==> config.mk <==
export PLATFORM = sky130hd
export DESIGN_NAME = alu_lifo
export DESIGN_NICKNAME = d
export VERILOG_FILES = /design/src/rtl/alu_ops.sv /design/src/rtl/alu_lifo_alu.sv /design/src/rtl/alu_lifo.sv
export SDC_FILE = /design/constraint.sdc
export NUM_CORES = 1
export LEC_CHECK = 0
export ABC_AREA = 1
export CAP_MARGIN = 20
export CORE_ASPECT_RATIO = 0.5
export CORE_MARGIN = 1.5
export CORE_UTILIZATION = 60
export DETAILED_ROUTE_END_ITERATION = 12
export GPL_TIMING_DRIVEN = 1
export PLACE_DENSITY = 0.83
export SYNTH_ARGS = -nofsm -noshare
export SYNTH_HDL_FRONTEND = slang
export SYNTH_SLANG_ARGS = --single-unit
==> constraint.sdc <==
create_clock -name i_clk -period 1.72 [get_ports i_clk]
set_clock_uncertainty 0.15 [all_clocks]
set_input_delay 0.344 -clock i_clk [delete_from_list [all_inputs] [get_ports i_clk]]
set_output_delay 0.344 -clock i_clk [all_outputs]
set_load 0.01 [all_outputs]
==> src/rtl/alu_ops.sv <==
// alu_ops: shared operand width and 4-bit ALU operation codes for the uCode datapath.
// Ports: none (package only).
// Codes 9..15 are unused and treated as NO_OP by the ALU.
package alu_ops;

  localparam int WIDTH = 16;

  localparam logic [3:0] NO_OP  = 4'd0;
  localparam logic [3:0] ADD_OP = 4'd1;
  localparam logic [3:0] SUB_OP = 4'd2;
  localparam logic [3:0] AND_OP = 4'd3;
  localparam logic [3:0] OR_OP  = 4'd4;
  localparam logic [3:0] XOR_OP = 4'd5;
  localparam logic [3:0] ROL_OP = 4'd6;
  localparam logic [3:0] ROR_OP = 4'd7;
  localparam logic [3:0] ASR_OP = 4'd8;

endpackage

==> src/rtl/alu_lifo_alu.sv <==
// alu: registered ALU, result appears on o_data one cycle after the operands.
// Ports: i_clk, i_rst_n (async active-low), i_op, i_arg0, i_arg1 in; o_data out.
// No backpressure: a new operation is accepted on every rising edge.
module alu
  import alu_ops::*;
#(
  parameter int WIDTH = alu_ops::WIDTH
) (
  input  logic             i_clk,
  input  logic             i_rst_n,
  input  logic [3:0]       i_op,
  input  logic [WIDTH-1:0] i_arg0,
  input  logic [WIDTH-1:0] i_arg1,
  output logic [WIDTH-1:0] o_data
);

  logic [WIDTH-1:0] result;

  // Unused codes fall into default and hold, like NO_OP.
  // Carry/overflow are simply dropped by the WIDTH-bit assignment.
  always_comb begin
    result = o_data;
    case (i_op)
      ADD_OP:  result = i_arg0 + i_arg1;
      SUB_OP:  result = i_arg0 - i_arg1;
      AND_OP:  result = i_arg0 & i_arg1;
      OR_OP:   result = i_arg0 | i_arg1;
      XOR_OP:  result = i_arg0 ^ i_arg1;
      ROL_OP:  result = {i_arg0[WIDTH-2:0], i_arg0[WIDTH-1]};
      ROR_OP:  result = {i_arg0[0], i_arg0[WIDTH-1:1]};
      ASR_OP:  result = {i_arg0[WIDTH-1], i_arg0[WIDTH-1:1]};
      default: result = o_data;
    endcase
  end

  always_ff @(posedge i_clk or negedge i_rst_n) begin
    if (!i_rst_n) begin
      o_data <= '0;
    end else begin
      o_data <= result;
    end
  end

endmodule

==> src/rtl/alu_lifo.sv <==
// alu_lifo: uCode CPU datapath -- registered ALU (1-cycle) plus a shift-register LIFO.
// Ports: i_clk, i_rst_n, ALU (i_op, i_arg0, i_arg1 -> o_data), LIFO (i_data, i_push, i_pop -> o_s0, o_s1).
// No handshake: strobes are honoured every cycle; push/pop visible on o_s0/o_s1 the cycle after.
module alu_lifo
  import alu_ops::*;
#(
  parameter int WIDTH = alu_ops::WIDTH,
  parameter int DEPTH = 12
) (
  input  logic             i_clk,
  input  logic             i_rst_n,
  input  logic [3:0]       i_op,
  input  logic [WIDTH-1:0] i_arg0,
  input  logic [WIDTH-1:0] i_arg1,
  output logic [WIDTH-1:0] o_data,
  input  logic [WIDTH-1:0] i_data,
  input  logic             i_push,
  input  logic             i_pop,
  output logic [WIDTH-1:0] o_s0,
  output logic [WIDTH-1:0] o_s1
);

  alu #(
    .WIDTH (WIDTH)
  ) u_alu (
    .i_clk   (i_clk),
    .i_rst_n (i_rst_n),
    .i_op    (i_op),
    .i_arg0  (i_arg0),
    .i_arg1  (i_arg1),
    .o_data  (o_data)
  );

  // Each cell shifts down on push (towards deeper cells) and up on pop.
  // The deepest cell is lost on push and refilled with zero on pop, so
  // overflow silently drops the oldest value and underflow reads zeros.
  genvar k;
  for (k = 0; k < DEPTH; k++) begin : g_cell
    logic [WIDTH-1:0] q;
    logic [WIDTH-1:0] above;
    logic [WIDTH-1:0] below;

    if (k == 0) begin : g_top
      assign above = i_data;
    end else begin : g_mid
      assign above = g_cell[k-1].q;
    end

    if (k == DEPTH-1) begin : g_bot
      assign below = '0;
    end else begin : g_up
      assign below = g_cell[k+1].q;
    end

    always_ff @(posedge i_clk or negedge i_rst_n) begin
      if (!i_rst_n) begin
        q <= '0;
      end else begin
        case ({i_push, i_pop})
          2'b10:   q <= above;
          2'b01:   q <= below;
          // Replace: only the top cell takes i_data, depth is unchanged.
          2'b11:   if (k == 0) q <= above;
          default: q <= q;
        endcase
      end
    end
  end

  assign o_s0 = g_cell[0].q;
  assign o_s1 = g_cell[1].q;

endmodule

==> After elaboration in Yosys (flattened, before gate mapping) <==
Cells that the tools add are included.
{ "op_classes": {"n_addsub": 2, "n_eq_ne": 11, "n_mux": 13, "bitwise_logic": 3, "reduce_logical": 4} }
{ "op_table": {"columns": ["cell", "count"], "rows": [
  ["$pmux 16 s2", 12],
  ["$pmux 16 s8", 1],
  ["$add 16x16->16", 1],
  ["$and 16x16->16", 1],
  ["$eq 4x3->1 const B", 4],
  ["$or 16x16->16", 1],
  ["$sub 16x16->16", 1],
  ["$xor 16x16->16", 1],
  ["$eq 4x2->1 const B", 2],
  ["$reduce_bool 8->1", 1],
  ["$eq 2x2->1 const B", 2],
  ["$eq 4x1->1 const B", 1],
  ["$eq 4x4->1 const B", 1],
  ["$reduce_bool 2->1", 2],
  ["$eq 2x1->1 const B", 1],
  ["$reduce_or 2->1", 1]
]} }
{ "word_totals": {"regBits": 208, "elab_cells": 46} }

==> Logic depth before layout (Yosys ltp) <==
Gate-level depths: netlist of run 1.
{ "logic_depth": {"ltp_word": 3, "mapped_depth": 21} }

==> By module <==
A second synthesis of run 1 with hierarchy kept.
{ "unflattened": {"cells_unflattened": 1553, "area_unflattened_um2": 11718.7} }
{ "modules_own_cells": {"columns": ["module", "n_inst", "cells_per_inst", "area_per_inst_um2", "seq_area_each_um2"], "rows": [
  ["alu_lifo", 1, 1086, 8769.7, 4804.6],
  ["alu", 1, 467, 2949.1, 400.4]
]} }

==> Worst setup path before layout of run 1 <==
No wires, ideal clock.
{ "synth_path": {"kind": "input to register", "from": "input port i_arg1[0]", "to": "register u_alu.o_data[13]", "t_arrival_ns": 2.181, "required_ns": 1.446, "path_slack_ns": -0.735, "path_stages": 18, "path_buffers": 0, "path_cell_list": "inv_1 ha_1 nand4_1 nor3_2 nand3_1 nand2_1 xor2_1 inv_1 ha_1 nand2_1 inv_1 nand3_1 nor3_1 nand2_1 nand2_1 nand2_1 nand3_1 a21oi_1"} }
{ "synth_via": {"elab_chain_cells": 2} }
{ "synth_rtl": {"columns": ["element", "line", "text"], "rows": [
  ["start, declared", "alu_lifo.sv:14", "input logic [WIDTH-1:0] i_arg1,"],
  ["$sub 16x16->16 or $add 16x16->16 (tied branches)", "alu_lifo_alu.sv:25, alu_lifo_alu.sv:24", null],
  ["$pmux 16 s8 (*)", "alu_lifo_alu.sv:23", "case (i_op)"],
  ["end signal, assigned", "alu_lifo_alu.sv:40", "o_data <= result;"],
  ["end, declared", "alu_lifo_alu.sv:14", "output logic [WIDTH-1:0] o_data"]
]} }
Mark *: on every way between the ends. The rest lies on a longest branch, timed or not.
A chain may end at the register's enable or synchronous reset.

==> Worst setup path in the final report of run 1 <==
{ "layout_path": {"from": "input port i_arg1[1]", "to": "register u_alu.o_data[13]"} }
The elaborated chain is that of the path after synthesis.

==> results.md, run 1 <==
* Outcome: finished with violations
* Violated checks: negative setup slack
* Clock latency on the worst-skew pair at 0.50 ns
* YS warnings at 0
* Global route overflow at 0
* Max Clk Rate at 383 MHz
* Min-Delay Path Class: input port to asynchronous set/reset pin
* Worst hold margin at 0.210 ns
* DIE AREA at 19,900 um^2
* PD cells at 1050 nW/um^2
* Worst Tran Pin Value at 0.421 ns
* Critical Path RT at 1.99 ns
* Wirelength, routed at 39,100 um
* Leakage power figure at 7.52 nW
* Final setup viols at 14
* Min Tclk post-route at 2.61 ns
* Vias in the first global route at 11,300
* Root Buffer: clkbuf_16
* DP Cell Count at 1,923
* Crit path kind: input port to register
* Maximum vdd drop at 0.584 mV
* CP arrival at 2.88 ns
* GRT Util Overall at 0.347
* Layout cells sized above 1 at 0.223
* Inserted Clock Buffers at 19
* Fill cells at 933
* CP endpoint kind: register
* Clock sink count at 208
* Wirelength per Cell at 19.5 um
* 1st-iter DRT viols at 1,402
* Power, Total at 16.7 mW
* First-pass GRT wire length at 55,500 um
* Most common library cell in the layout ignoring fill and taps: nand2_1
* Hpwl dp at 22,700 um
* CTS tree: yes
* Via count at 12,200
* Longest Clk Path Bufs at 3
* Setup ws final at -0.889 ns
* Drt first pass iters at 6
* Horiz. Die Dim at 198 um
* Die H at 101 um
* Hold Fails Final Rpt at 0
* EDFF count, synth at 0
* Synthesized area at 11,400 um^2
* Unrepaired setup endpoints after global routing: true
* # rows at 35
* Finished Layout Cells at 2,003
* H-tree depth at 1
* Top FF cell, synth: dfrtp_1
* I/O Pins at 104
* CORE AREA at 18,500 um^2
* Mapped Avg Cell Area at 7.74 um^2
* Startpoint types: input port
* Commonest cells after routing, fill and taps aside: nand2_1 (351), dfrtp_1 (208), nor2_1 (201)
* Synth async-reset ratio at 1.00
* Starting density of the core at 0.617
* Relative slew slack at 0.719
* Seq/Total Area, Yosys at 0.455
* Pin count of the biggest net entering global routing at 51
* DR vias/cell at 6.10
* Final Net Count at 1,840
* Port-buffer cells at 103
* CP max FO at 4
* #FFs+latches synth at 208
* Layout Area Growth over Synthesis at 39.3%
* Clock slew at reported path FFs at 0.07 ns
* Routability Congestion at 0.938
* Initial antenna violation count at 3
* Synth Instances at 1,477
* Max_cap viols at 0
* Period utilization at 1.52
* DRC Markers at 0
* Post-Syn Nets at 1,586
* Antenna Nets Post-Route at 0
* Cell variety after synth at 41
* Max-slew violations at 0
cells in the mapped netlist, types with 2 or more instances:
master	n	area share
nand3_1	25	0.011
buf_2	17	0.0074
o211ai_1	10	0.0066
o22ai_1	48	0.026
nor2_4	3	0.0030
buf_6	3	0.0030
nor2_2	3	0.0016
a31oi_1	115	0.063
o21ai_1	6	0.0026
nor3_1	8	0.0035
o31ai_1	3	0.0020
nor2_1	212	0.070
nand3b_1	3	0.0020
a21oi_1	49	0.021
nand4_1	2	0.0011
xnor2_1	3	0.0023
buf_1	8	0.0026
inv_2	6	0.0020
xor2_1	15	0.011
a21oi_2	2	0.0015
nand2_1	378	0.12
ha_1	52	0.057
dfrtp_1	208	0.46
and3_1	2	0.0011
buf_4	2	0.0013
o21ai_0	105	0.046
nor3_2	3	0.0026
inv_1	112	0.037
clkbuf_1	57	0.019
o21bai_1	2	0.0013
nand2_2	5	0.0027
critical path: stages:
cell	delay [ns]
buf_12	0.12
clkinv_8	0.05
ha_4	0.14
nand4_1	0.23
nor3_4	0.24
nand3_2	0.15
nand2_2	0.11
xor2_1	0.15
inv_1	0.10
ha_4	0.32
nand2_2	0.06
inv_2	0.10
nand3_2	0.12
nor3_2	0.19
nand2_1	0.11
nand3b_1	0.11
nand3_2	0.08
a21oi_2	0.13
state kept, by name (all words and copies together), names as in the netlist:
signal / flops
u_alu.o_data: 16
g_cell.below: 128
g_cell.q: 16
o_s0: 16
g_cell.above: 16
o_s1: 16
cells by family (layout without fill, tap and decap cells):
family / count (synthesis) / after routing / synth area share
AND/OR/NAND/NOR: 646 / 647 / 0.224
AO/OA/AOI/OAI: 346 / 346 / 0.176
flip-flops: 208 / 208 / 0.455
buffers and inverters: 206 / 469 / 0.0724
adder cells (fa/ha/maj): 53 / 53 / 0.0587
XOR/XNOR: 18 / 18 / 0.0138
other: 0 / 3 / 0
per-stage QoR:
step | instance area [um^2] | TNS, ns | utilization | setup WS, ns
floorplan | 11600 | -6.20 | - | -0.632
global placement | 14200 | -78.27 | 0.769 | -1.50
detailed placement | 14200 | -86.56 | 0.769 | -1.58
CTS | 15200 | -6.49 | 0.822 | -0.715
global route | 15900 | -8.36 | 0.860 | -0.939
finish | 15900 | -7.70 | 0.860 | -0.889
final timing paths:
check	start	end	slack (ns)	depth (start not counted)
worst max register to register	o_s1[8]	g_cell[1].below[8]	0.61	4
worst max-delay path	i_arg1[1]	u_alu.o_data[13]	-0.89	18
worst min register to register	u_alu.o_data[2]	u_alu.o_data[2]	0.33	2
worst min-delay path	i_rst_n	g_cell[7].below[13]	0.21	2
max in group asynchronous	i_rst_n	g_cell[2].below[9]	0.61	3
min in group i_clk	i_arg1[2]	u_alu.o_data[2]	0.31	8
report_power, final:
part           internal [mW]  switching, mW
registers               6.17           1.11
clock network           2.28           1.90
logic                   2.36           2.92
total                   10.8           5.93
repair_timing:
action / CTS / global route
buffers inserted: 16 / 25
endpoints found under the setup margin: 65 / 65
resized for setup: 165 / 110
hold buffers: 1 / 0
hold endpoints to repair: 168 / 0
pin swaps: 66 / 63
cloned: 2 / 8
routing by layer:
| metal | global-route usage | wire length, um |
|---|---|---|
| met5 | 0 | 0 |
| met4 | 0.100 | 1720 |
| met3 | 0.0652 | 3530 |
| met2 | 0.575 | 18300 |
| met1 | 0.469 | 15600 |
layout make-up:
class	count	area (um^2)	share of cell area
multi-input cells	1064	6080	0.382
flip-flops and latches	208	5200	0.327
repair buffers	319	3220	0.202
clock buffers	26	522	0.0328
inverters	119	518	0.0325
well taps	259	324	0.0203
clock inverters	5	57.6	0.00361
diodes	3	7.51	0.000471
Note: power is estimated with default switching activity, not from simulation.
==> run 2, diff against run 1 <==
--- a/config.mk
+++ b/config.mk
@@ -9,10 +9,10 @@
 export CAP_MARGIN = 20
 export CORE_ASPECT_RATIO = 0.5
 export CORE_MARGIN = 1.5
-export CORE_UTILIZATION = 60
+export CORE_UTILIZATION = 50
 export DETAILED_ROUTE_END_ITERATION = 12
-export GPL_TIMING_DRIVEN = 1
-export PLACE_DENSITY = 0.83
+export PLACE_DENSITY = 0.71
+export SLEW_MARGIN = 25
 export SYNTH_ARGS = -nofsm -noshare
 export SYNTH_HDL_FRONTEND = slang
 export SYNTH_SLANG_ARGS = --single-unit
==> results.md, run 2 (synthesized netlist as in run 1, its figures left out) <==
* First-pass GRT wire length at 52,000 um (-6.3%)
* N_diodes at 0 (-3)
* Root Buffer: clkbuf_16
* Inserted Clock Buffers at 20 (+1)
* DR vias/cell at 5.53 (-9.4%)
* Startpoint types: input port
* Wirelength, routed at 33,500 um (-14%)
* Switch share at 0.334 (-0.0199)
* Setup ws final at -0.700 ns (+0.189 ns)
* DRC Markers at 0 (unchanged)
* Via count at 11,400 (-7.0%)
* Clock slew at reported path FFs at 0.07 ns (about the same)
* CP endpoint kind: register
* DIE AREA at 23,800 um^2 (+20%)
* Worst hold margin at 0.116 ns (-0.0939 ns)
* Max Clk Rate at 413 MHz (+7.8%)
* Clock sink count at 208 (unchanged)
* GRT Util Overall at 0.268 (-0.0791)
* Final setup viols at 13 (-1)
* Initial antenna violation count at 0 (-3)
* H-tree depth at 1 (unchanged)
* Outcome: finished with violations
* Max reg flops at 128 (unchanged)
* CP max FO at 4 (unchanged)
* CORE AREA at 22,100 um^2 (+19%)
* Min-Delay Path Class: input port to asynchronous set/reset pin
* 1st-iter DRT viols at 869 (-38%)
* Layout Area Growth over Synthesis at 41.0%
* Layout cells sized above 1 at 0.246 (+0.0221)
* P_int at 11.2 mW (+3.9%)
* Most common library cell in the layout ignoring fill and taps: nand2_1
* Setup TNS at -6.00 ns (+1.70 ns)
* Max-slew violations at 0 (unchanged)
* Gate power share at 0.298 (-0.017)
* Min Tclk post-route at 2.42 ns (-0.189 ns)
* Relative slew slack at 0.618 (-0.101)
* Power share of the clock group at 0.276 (+0.026)
* Hpwl dp at 21,700 um (-4.6%)
* Period utilization at 1.41 (-0.110)
* Pre-CTS setup slack at -1.56 ns (+0.0246 ns)
* PD cells at 1050 nW/um^2 (-0.37%)
* Routability Congestion at 0.878 (-6.4%)
* Clock latency on the worst-skew pair at 0.50 ns (about the same)
* Horiz. Die Dim at 217 um (+9.4%)
* Antenna Nets Post-Route at 0 (unchanged)
* Post-DP Area at 14,300 um^2 (+0.41%)
* Port-buffer cells at 103 (unchanged)
* Unrepaired setup endpoints after global routing: true
* Pin count of the biggest net entering global routing at 68 (+33%)
* Sequential share of power at 0.425 (-0.010)
* I/O Pins at 104 (unchanged)
* Vias in the first global route at 10,600 (-6.0%)
* Final Net Count at 1,852 (+0.65%)
* Violated checks: negative setup slack
* Maximum vdd drop at 0.686 mV (+17%)
* Leakage power figure at 7.56 nW (+0.55%)
* Longest Clk Path Bufs at 3 (unchanged)
* Global route overflow at 0 (unchanged)
* Wirelength per Cell at 16.3 um (-17%)
* Drt first pass iters at 6 (unchanged)
* Starting density of the core at 0.518 (-0.0989)
* Worst Tran Pin Value at 0.569 ns (+0.148 ns)
* Die H at 110 um (+9.3%)
* Hold Fails Final Rpt at 0 (unchanged)
* Critical Path RT at 1.93 ns (-0.06 ns)
* Max_cap viols at 0 (unchanged)
* Crit path kind: input port to register
* Layout Cell Area excl Fill at 16,100 um^2 (+1.2%)
* CP arrival at 2.63 ns (-0.25 ns)
* # rows at 38 (+8.6%)
* CTS tree: yes
* Commonest cells after routing, fill and taps aside: nand2_1 (340), dfrtp_1 (208), nor2_1 (199)
* NetSw at 5.64 mW (-4.9%)
## run 2: cell count changes in the layout (fill, tap and decap cells not counted), sizes merged, moves of 2 or more
cell,change
clkinv,-4
dlymetal6s2s,-3
buf,+20
inv,+3
clkbuf,-3
clkdlybuf4s50,+3
clkdlybuf4s15,-2
diode,-3
## run 2: routing by layer
layer,vias to the layer above,share of wire,GRT usage
met5,-,0,0
met4,0,0.022,0.0789
met3,60,0.048,0.0340
met2,345,0.47,0.438
met1,5528,0.46,0.376
li1,5433,-,-
## run 2: cell type report
cell class                      instances  area [um^2]
Multi-Input combinational cell       1063         6190
Fill cell                            1596         5940
Sequential cell                       208         5200
Timing Repair Buffer                  331         3160
Clock buffer                           29          596
Inverter                              119          510
Tap cell                              300          375
Clock inverter                          5         85.1
## run 2: timing repair
item                                   in CTS  in global routing
setup buffers                              29                 25
pin swaps                                  68                 84
endpoints found under the hold margin     208                  0
resized for setup                         170                139
cloned                                      0                  2
hold buffers                                1                  0
setup endpoints to repair                  64                 53
## run 2: final timing paths
kind | startpoint | cells after the start | slack [ns] | to
worst min register to register | u_alu.o_data[2] | 2 | 0.33 | u_alu.o_data[2]
worst min-delay path | i_rst_n | 2 | 0.12 | g_cell[3].below[11]
min in group i_clk | i_op[2] | 7 | 0.33 | u_alu.o_data[7]
max in group asynchronous | i_rst_n | 3 | 0.73 | u_alu.o_data[15]
worst max register to register | o_s1[5] | 4 | 0.65 | g_cell[1].below[5]
worst max-delay path | i_arg1[0] | 18 | -0.70 | u_alu.o_data[14]
## run 2: worst max-delay path, stage by stage
cell and delay [ns]:
buf_12 0.12, inv_16 0.05, ha_4 0.12, nand4_1 0.20
nor3_4 0.25, nand3_2 0.15, nand2_2 0.10, xor2_1 0.13
inv_1 0.09, ha_4 0.32, nand2_4 0.08, nor2_4 0.11
and3_4 0.19, nand2_4 0.05, nand2_2 0.05, nand2_1 0.08
nand3_1 0.12, a21oi_1 0.08
## run 2: power groups by stage
stage / clock network (mW) / registers, mW / logic (mW)
6_report: 4.66 / 7.17 / 5.04
4_1_cts: 4.72 / 7.15 / 4.55
5_1_grt: 4.95 / 7.33 / 5.55
2_1_floorplan: 0 / 7.06 / 2.50
3_5_place_dp: 0 / 7.22 / 4.52
3_3_place_gp: 0 / 7.16 / 4.36
## run 2: through the flow
| step | total power [mW] | utilization | instances |
|---|---|---|---|
| 2_1_floorplan | 9.56 | - | 1477 |
| 5_1_grt | 17.8 | 0.731 | 2055 |
| 6_report | 16.9 | 0.731 | 2055 |
| 3_3_place_gp | 11.5 | 0.648 | 1970 |
| 4_1_cts | 16.4 | 0.697 | 2031 |
| 3_5_place_dp | 11.7 | 0.648 | 1970 |
==> RTL edit 1: new RTL, config.mk and constraints of run 1 <==
Add an input register stage for `i_op`, `i_arg0`, `i_arg1`, `i_data`, `i_push` and `i_pop`; this delays them by one clock.
--- a/src/rtl/alu_lifo.sv
+++ b/src/rtl/alu_lifo.sv
@@ -22,2 +22,18 @@
 
+  logic [3:0] i_op_q;
+  logic [WIDTH-1:0] i_arg0_q;
+  logic [WIDTH-1:0] i_arg1_q;
+  logic [WIDTH-1:0] i_data_q;
+  logic i_push_q;
+  logic i_pop_q;
+
+  always_ff @(posedge i_clk) begin
+    i_op_q   <= i_op;
+    i_arg0_q <= i_arg0;
+    i_arg1_q <= i_arg1;
+    i_data_q <= i_data;
+    i_push_q <= i_push;
+    i_pop_q  <= i_pop;
+  end
+
   alu #(
@@ -27,5 +43,5 @@
     .i_rst_n (i_rst_n),
-    .i_op    (i_op),
-    .i_arg0  (i_arg0),
-    .i_arg1  (i_arg1),
+    .i_op    (i_op_q),
+    .i_arg0  (i_arg0_q),
+    .i_arg1  (i_arg1_q),
     .o_data  (o_data)
@@ -43,3 +59,3 @@
     if (k == 0) begin : g_top
-      assign above = i_data;
+      assign above = i_data_q;
     end else begin : g_mid
@@ -58,3 +74,3 @@
       end else begin
-        case ({i_push, i_pop})
+        case ({i_push_q, i_pop_q})
           2'b10:   q <= above;
Behaviour: not the same (Yosys sat finds a counterexample within 4 cycles, from zero or initial values and one cycle with i_rst_n low).
==> RTL edit 1 against run 1 <==
The flow still finishes with violations (negative setup slack). Wire length decreased by 2.8%. Total power up 17%. Sequential cell count grew 54. Die area grew 8.9%. Sequential share of layout area increased by 4.6 points. Count of clock-buffer cells in the layout up 8. Design area is 6.2% higher. Critical path depth up 1. Area after synthesis up 9.2%. Non-clock buffer count is 20 lower. Worst setup slack lost 210 ps. Worst hold slack got worse by 120 ps. Critical path type is now flip-flop to flip-flop. Largest cell class is now flip-flops and latches.
==> RTL edit 1: results <==
set metrics [dict create \
    status "complete, but fails checks" \
    violations "negative setup slack" \
    cp_top_family "simple AND/OR/NAND/NOR gates" \
    grt_pass1_wl_mm 55.5 \
    largest_reg_flops 128 \
    tns_ps -12180 \
    clock-root-buffer "clkbuf_16" \
    dpl_cell_area_um2 15100 \
    globalplace.congestion 0.883 \
    seq_area_frac_synth_pct 50.4 \
    dr_total_vias 12300 \
    timing.final.ws_setup_ps -1100 \
    drt-met1-wl_mm 15.5 \
    track_usage_pct 31.7 \
    drive_gt1_share_pct 21.6 \
    clockBufferDepth 3 \
    worst_path_largest_cell_delay_ps 330 \
    worst_ep_arrival_time_ps 3120 \
    diodes 0 \
    grt_max_degree 75 \
    cts_made_buffers 24 \
    ir_drop_v 0.000855 \
    insertion_delay_ps 550 \
    firstDrtPassIters 6 \
    hpwlAfterDp_mm 22.0 \
    synth_area_leaders "dfrtp_1 (42%), nand2_1 (13%), dfxtp_1 (8.7%), a31oi_1 (7.3%), nor2_1 (6.4%)" \
    synth.distinct_cells 42 \
    path_clk_slew_ps 70 \
    synth.net_count 1650 \
    p_sw_w 0.00634 \
    tightest_slew_ps 481 \
    critPathLaunch "i_arg1_q[1]$_DFF_P_" \
    min_from "i_pop" \
    setup_violations 20 \
    yosysWarnings 0 \
    met3_length_mm 2.90 \
    grt_pass1_vias 11400 \
    synth_common_cells "nand2_1 (444), nor2_1 (213), dfrtp_1 (208)" \
    drtIter0Drc 1381 \
    nNetsFinal 1888 \
    synth_edf_count 0 \
    crit_path_top_delay_cell "dfxtp_2" \
    ctsHtreeMaxLevel 1 \
    reg2reg_from "i_arg1_q[1]$_DFF_P_" \
    hold_path_class "input port to flip-flop" \
    antenna_found_initial 0 \
    critPathMaxFanout 4 \
    wl_met2_mm 18.0 \
    dr.max_layer_used "met4" \
    synthArstFlopShare_pct 79.4 \
    p_leak_nw 7.88 \
    routed_wl_mm 38.0 \
    port-buffer-count 103 \
]
[RTL edit 1: cells by family (layout without fill, tap and decap cells)]
kind of cell	Yosys count	in the layout	synth area share, %
AND/OR/NAND/NOR	727	727	23.2
flip-flops	262	262	50.4
adder cells (fa/ha/maj)	53	53	5.38
AO/OA/AOI/OAI	294	294	13.8
XOR/XNOR	18	18	1.26
buffers and inverters	187	443	5.96
[RTL edit 1: area by class of cell]
cell class                 count  area, µm²
timing repair buffer         299       2940
clock buffer                  34        678
multi-input combinational   1092       6110
fill                        1137       3540
clock inverter                10        164
inverter                     100        383
sequential                   262       6300
tap                          273        342
[RTL edit 1: routing by layer]
layer  GRT usage, %  vias to the layer above
li1               -                     5555
met1           44.2                     5903
met2           51.8                      689
met3           5.58                      163
met4           7.55                        0
met5              0                        -
[RTL edit 1: timing repair]
item                                    CTS  global route
buffers inserted                         26            21
resized for setup                       141           124
endpoints found under the hold margin   195             0
pin swaps                                73            76
hold buffers                              1             0
cloned                                    0             3
endpoints found under the setup margin   65           185
[RTL edit 1: worst paths after layout]
kind / endpoint / slack (ps) / cells past startpoint
worst min register to register: o_s0[14]$_DFFE_PN0P_ / 300 / 2
min in group asynchronous: g_cell[10].below[11]$_DFFE_PN0P_ / 140 / 2
worst max register to register: u_alu.o_data[15]$_DFFE_PN0P_ / -1100 / 19
worst min-delay path: i_pop_q$_DFF_P_ / 80 / 1
max in group asynchronous: o_s0[7]$_DFFE_PN0P_ / 660 / 3
worst max-delay path: u_alu.o_data[15]$_DFFE_PN0P_ / -1100 / 19
[RTL edit 1: worst register-to-register path, cell delays in order (launching register included)]
cell	delay, ps
dfxtp_2	330
inv_2	80
ha_4	130
nand4_1	150
nor3_2	250
nand3_2	170
o21ai_2	190
xor2_1	170
ha_1	310
nand2_1	90
nand2_1	60
nand2_1	90
nand2_2	80
inv_2	60
nand2_2	40
a21oi_2	100
nand2_1	60
nand2_1	60
nand2_1	60
a21oi_2	120
[RTL edit 1: power groups by stage]
stage	Sequential [W]	Clock [W]	Combinational, W
floorplan	0.00849	0	0.00247
global placement	0.00855	0	0.00427
detailed placement	0.00862	0	0.00449
CTS	0.00854	0.00578	0.00461
global route	0.00878	0.00605	0.00563
finish	0.00863	0.00577	0.00517
[RTL edit 1: through the flow]
step	worst slack [ps]	power (W)	hold WS (ps)	std cells
CTS	-1020	0.0189	74.7	2050
global route	-1250	0.0205	73.7	2070
detailed placement	-1040	0.0131	156	1983
floorplan	-650	0.0110	-102	1541
global placement	-907	0.0128	146	1983
finish	-1100	0.0196	84.6	2070
==> RTL edit 2: new RTL, settings of run 1 <==
Made on the original files. The parameter `DEPTH` goes from 12 to 18.
--- a/src/rtl/alu_lifo.sv
+++ b/src/rtl/alu_lifo.sv
@@ -7,3 +7,3 @@
   parameter int WIDTH = alu_ops::WIDTH,
-  parameter int DEPTH = 12
+  parameter int DEPTH = 18
 ) (
Behaviour: same outputs for any inputs over 4 cycles, from zero or initial values and one cycle with i_rst_n low; that may be too few to reach the edited logic, so the function may still have changed.
==> RTL edit 2 against run 1 <==
The run still ends with negative setup slack left. Worst setup slack got worse by 6.0 ps. Combinational power increased by 30%. Total power increased by 44%. Register-to-register slack got worse by 110 ps. Sequential cell count increased by 96. Sequential share of layout area increased by 3.9 points. Synthesized cell count increased by 36%. Area after synthesis increased by 37%. Design area increased by 31%. Wire length increased by 28%. Critical path type unchanged.
==> RTL edit 2: results <==
set metrics [dict create \
    status "complete, but fails checks" \
    violations "negative setup slack" \
    tightest_slew_ps 464 \
    reg2reg_from "u_alu.o_data[0]$_DFFE_PN0P_" \
    largest_reg_flops 224 \
    critPathMaxFanout 5 \
    dp.cells 2514 \
    grt_pass1_wl_mm 72.4 \
    insertion_delay_ps 540 \
    drive_gt1_share_pct 19.7 \
    setup_violations 19 \
    tns_ps -7970 \
    gr-usage-met1_pct 42.9 \
    reg2reg_to "u_alu.o_data[0]$_DFFE_PN0P_" \
    nNetsFinal 2357 \
    dr_total_vias 16200 \
    ir_drop_v 0.000972 \
    n_fill_cell 1382 \
    firstDrtPassIters 7 \
    timing.final.ws_setup_ps -895 \
    postSynthAreaPerCell_um2 7.81 \
    p_leak_nw 9.66 \
    avgRoutedWirePerCell_um 19.1 \
    synth_common_cells "nand2_1 (625), nor2_1 (313), dfrtp_1 (304)" \
    reg2reg_slack_ps 500 \
    grt_pass1_vias 14700 \
]
-- RTL edit 2: through the flow --
step	hold WS (ps)	util, %	setup WS (ps)
global route	132	81.7	-890
finish	139	81.7	-895
CTS	105	80.1	-621
floorplan	-102	-	-636
global placement	71.4	73.9	-1460
detailed placement	77.2	73.9	-1580
-- RTL edit 2: what timing repair did --
item	4_1_cts	5_1_grt
cloned	1	1
hold buffers	1	0
endpoints found under the setup margin	67	51
resized for setup	213	120
hold endpoints to repair	254	0
pin swaps	93	66
buffers inserted	37	13
-- RTL edit 2: area by class of cell --
| cell class | count | area [µm²] | share of cell area (%) |
|---|---|---|---|
| repair buffers | 342 | 3400 | 16.4 |
| clock inverters | 12 | 196 | 0.945 |
| well taps | 344 | 430 | 2.07 |
| flip-flops and latches | 304 | 7610 | 36.6 |
| clock buffers | 37 | 753 | 3.62 |
| multi-input cells | 1471 | 7950 | 38.2 |
| inverters | 102 | 448 | 2.15 |
-- RTL edit 2: power by group --
group | leakage [nW] | switching [W] | internal, W
registers | 3.40 | 0.00162 | 0.00905
clock network | 0.456 | 0.00280 | 0.00383
logic | 5.80 | 0.00381 | 0.00303
-- RTL edit 2: cells by family (layout without fill, tap and decap cells) --
| kind of cell | Yosys count | in the layout | synth area share, % |
|---|---|---|---|
| and+or+nand+nor | 989 | 990 | 24.4 |
| xor gates and xnor gates | 19 | 19 | 1.06 |
| adders and majority gates | 53 | 53 | 4.28 |
| buffers and inverters | 232 | 493 | 5.97 |
| AOI/OAI and AO/OA | 409 | 409 | 15.7 |
| DFF | 304 | 304 | 48.5 |
-- RTL edit 2: how the worst max path moves through the flow --
stage	from	to	slack [ps]	cells past startpoint
after floorplan	i_arg1[0]	u_alu.o_data[15]$_DFFE_PN0P_	-640	19
after global placement	i_arg1[1]	u_alu.o_data[14]$_DFFE_PN0P_	-1460	17
after detailed placement	i_arg1[1]	u_alu.o_data[13]$_DFFE_PN0P_	-1580	18
after CTS	i_arg1[0]	u_alu.o_data[13]$_DFFE_PN0P_	-620	20
after global routing	i_arg1[0]	u_alu.o_data[9]$_DFFE_PN0P_	-890	16
final	i_arg1[0]	u_alu.o_data[9]$_DFFE_PN0P_	-890	16
-- RTL edit 2: worst max-delay path: stages --
cell        delay (ps)
buf_12             120
inv_16              50
ha_4               120
buf_4              110
clkinvlp_4         120
o31ai_4            340
xor2_2             150
ha_4               330
nand2_2            110
nor2_1             390
nand3_2            170
nand3_1            170
nand2_1            100
nand2_1            100
nand2_1             90
a21oi_2            120
-- RTL edit 2: metal layers --
| metal | up-vias | routed length, µm |
|---|---|---|
| met3 | 291 | 4210 |
| met2 | 1058 | 23500 |
| met5 | - | 0 |
| met1 | 7657 | 19500 |
| li1 | 7144 | - |
| met4 | 0 | 2780 |
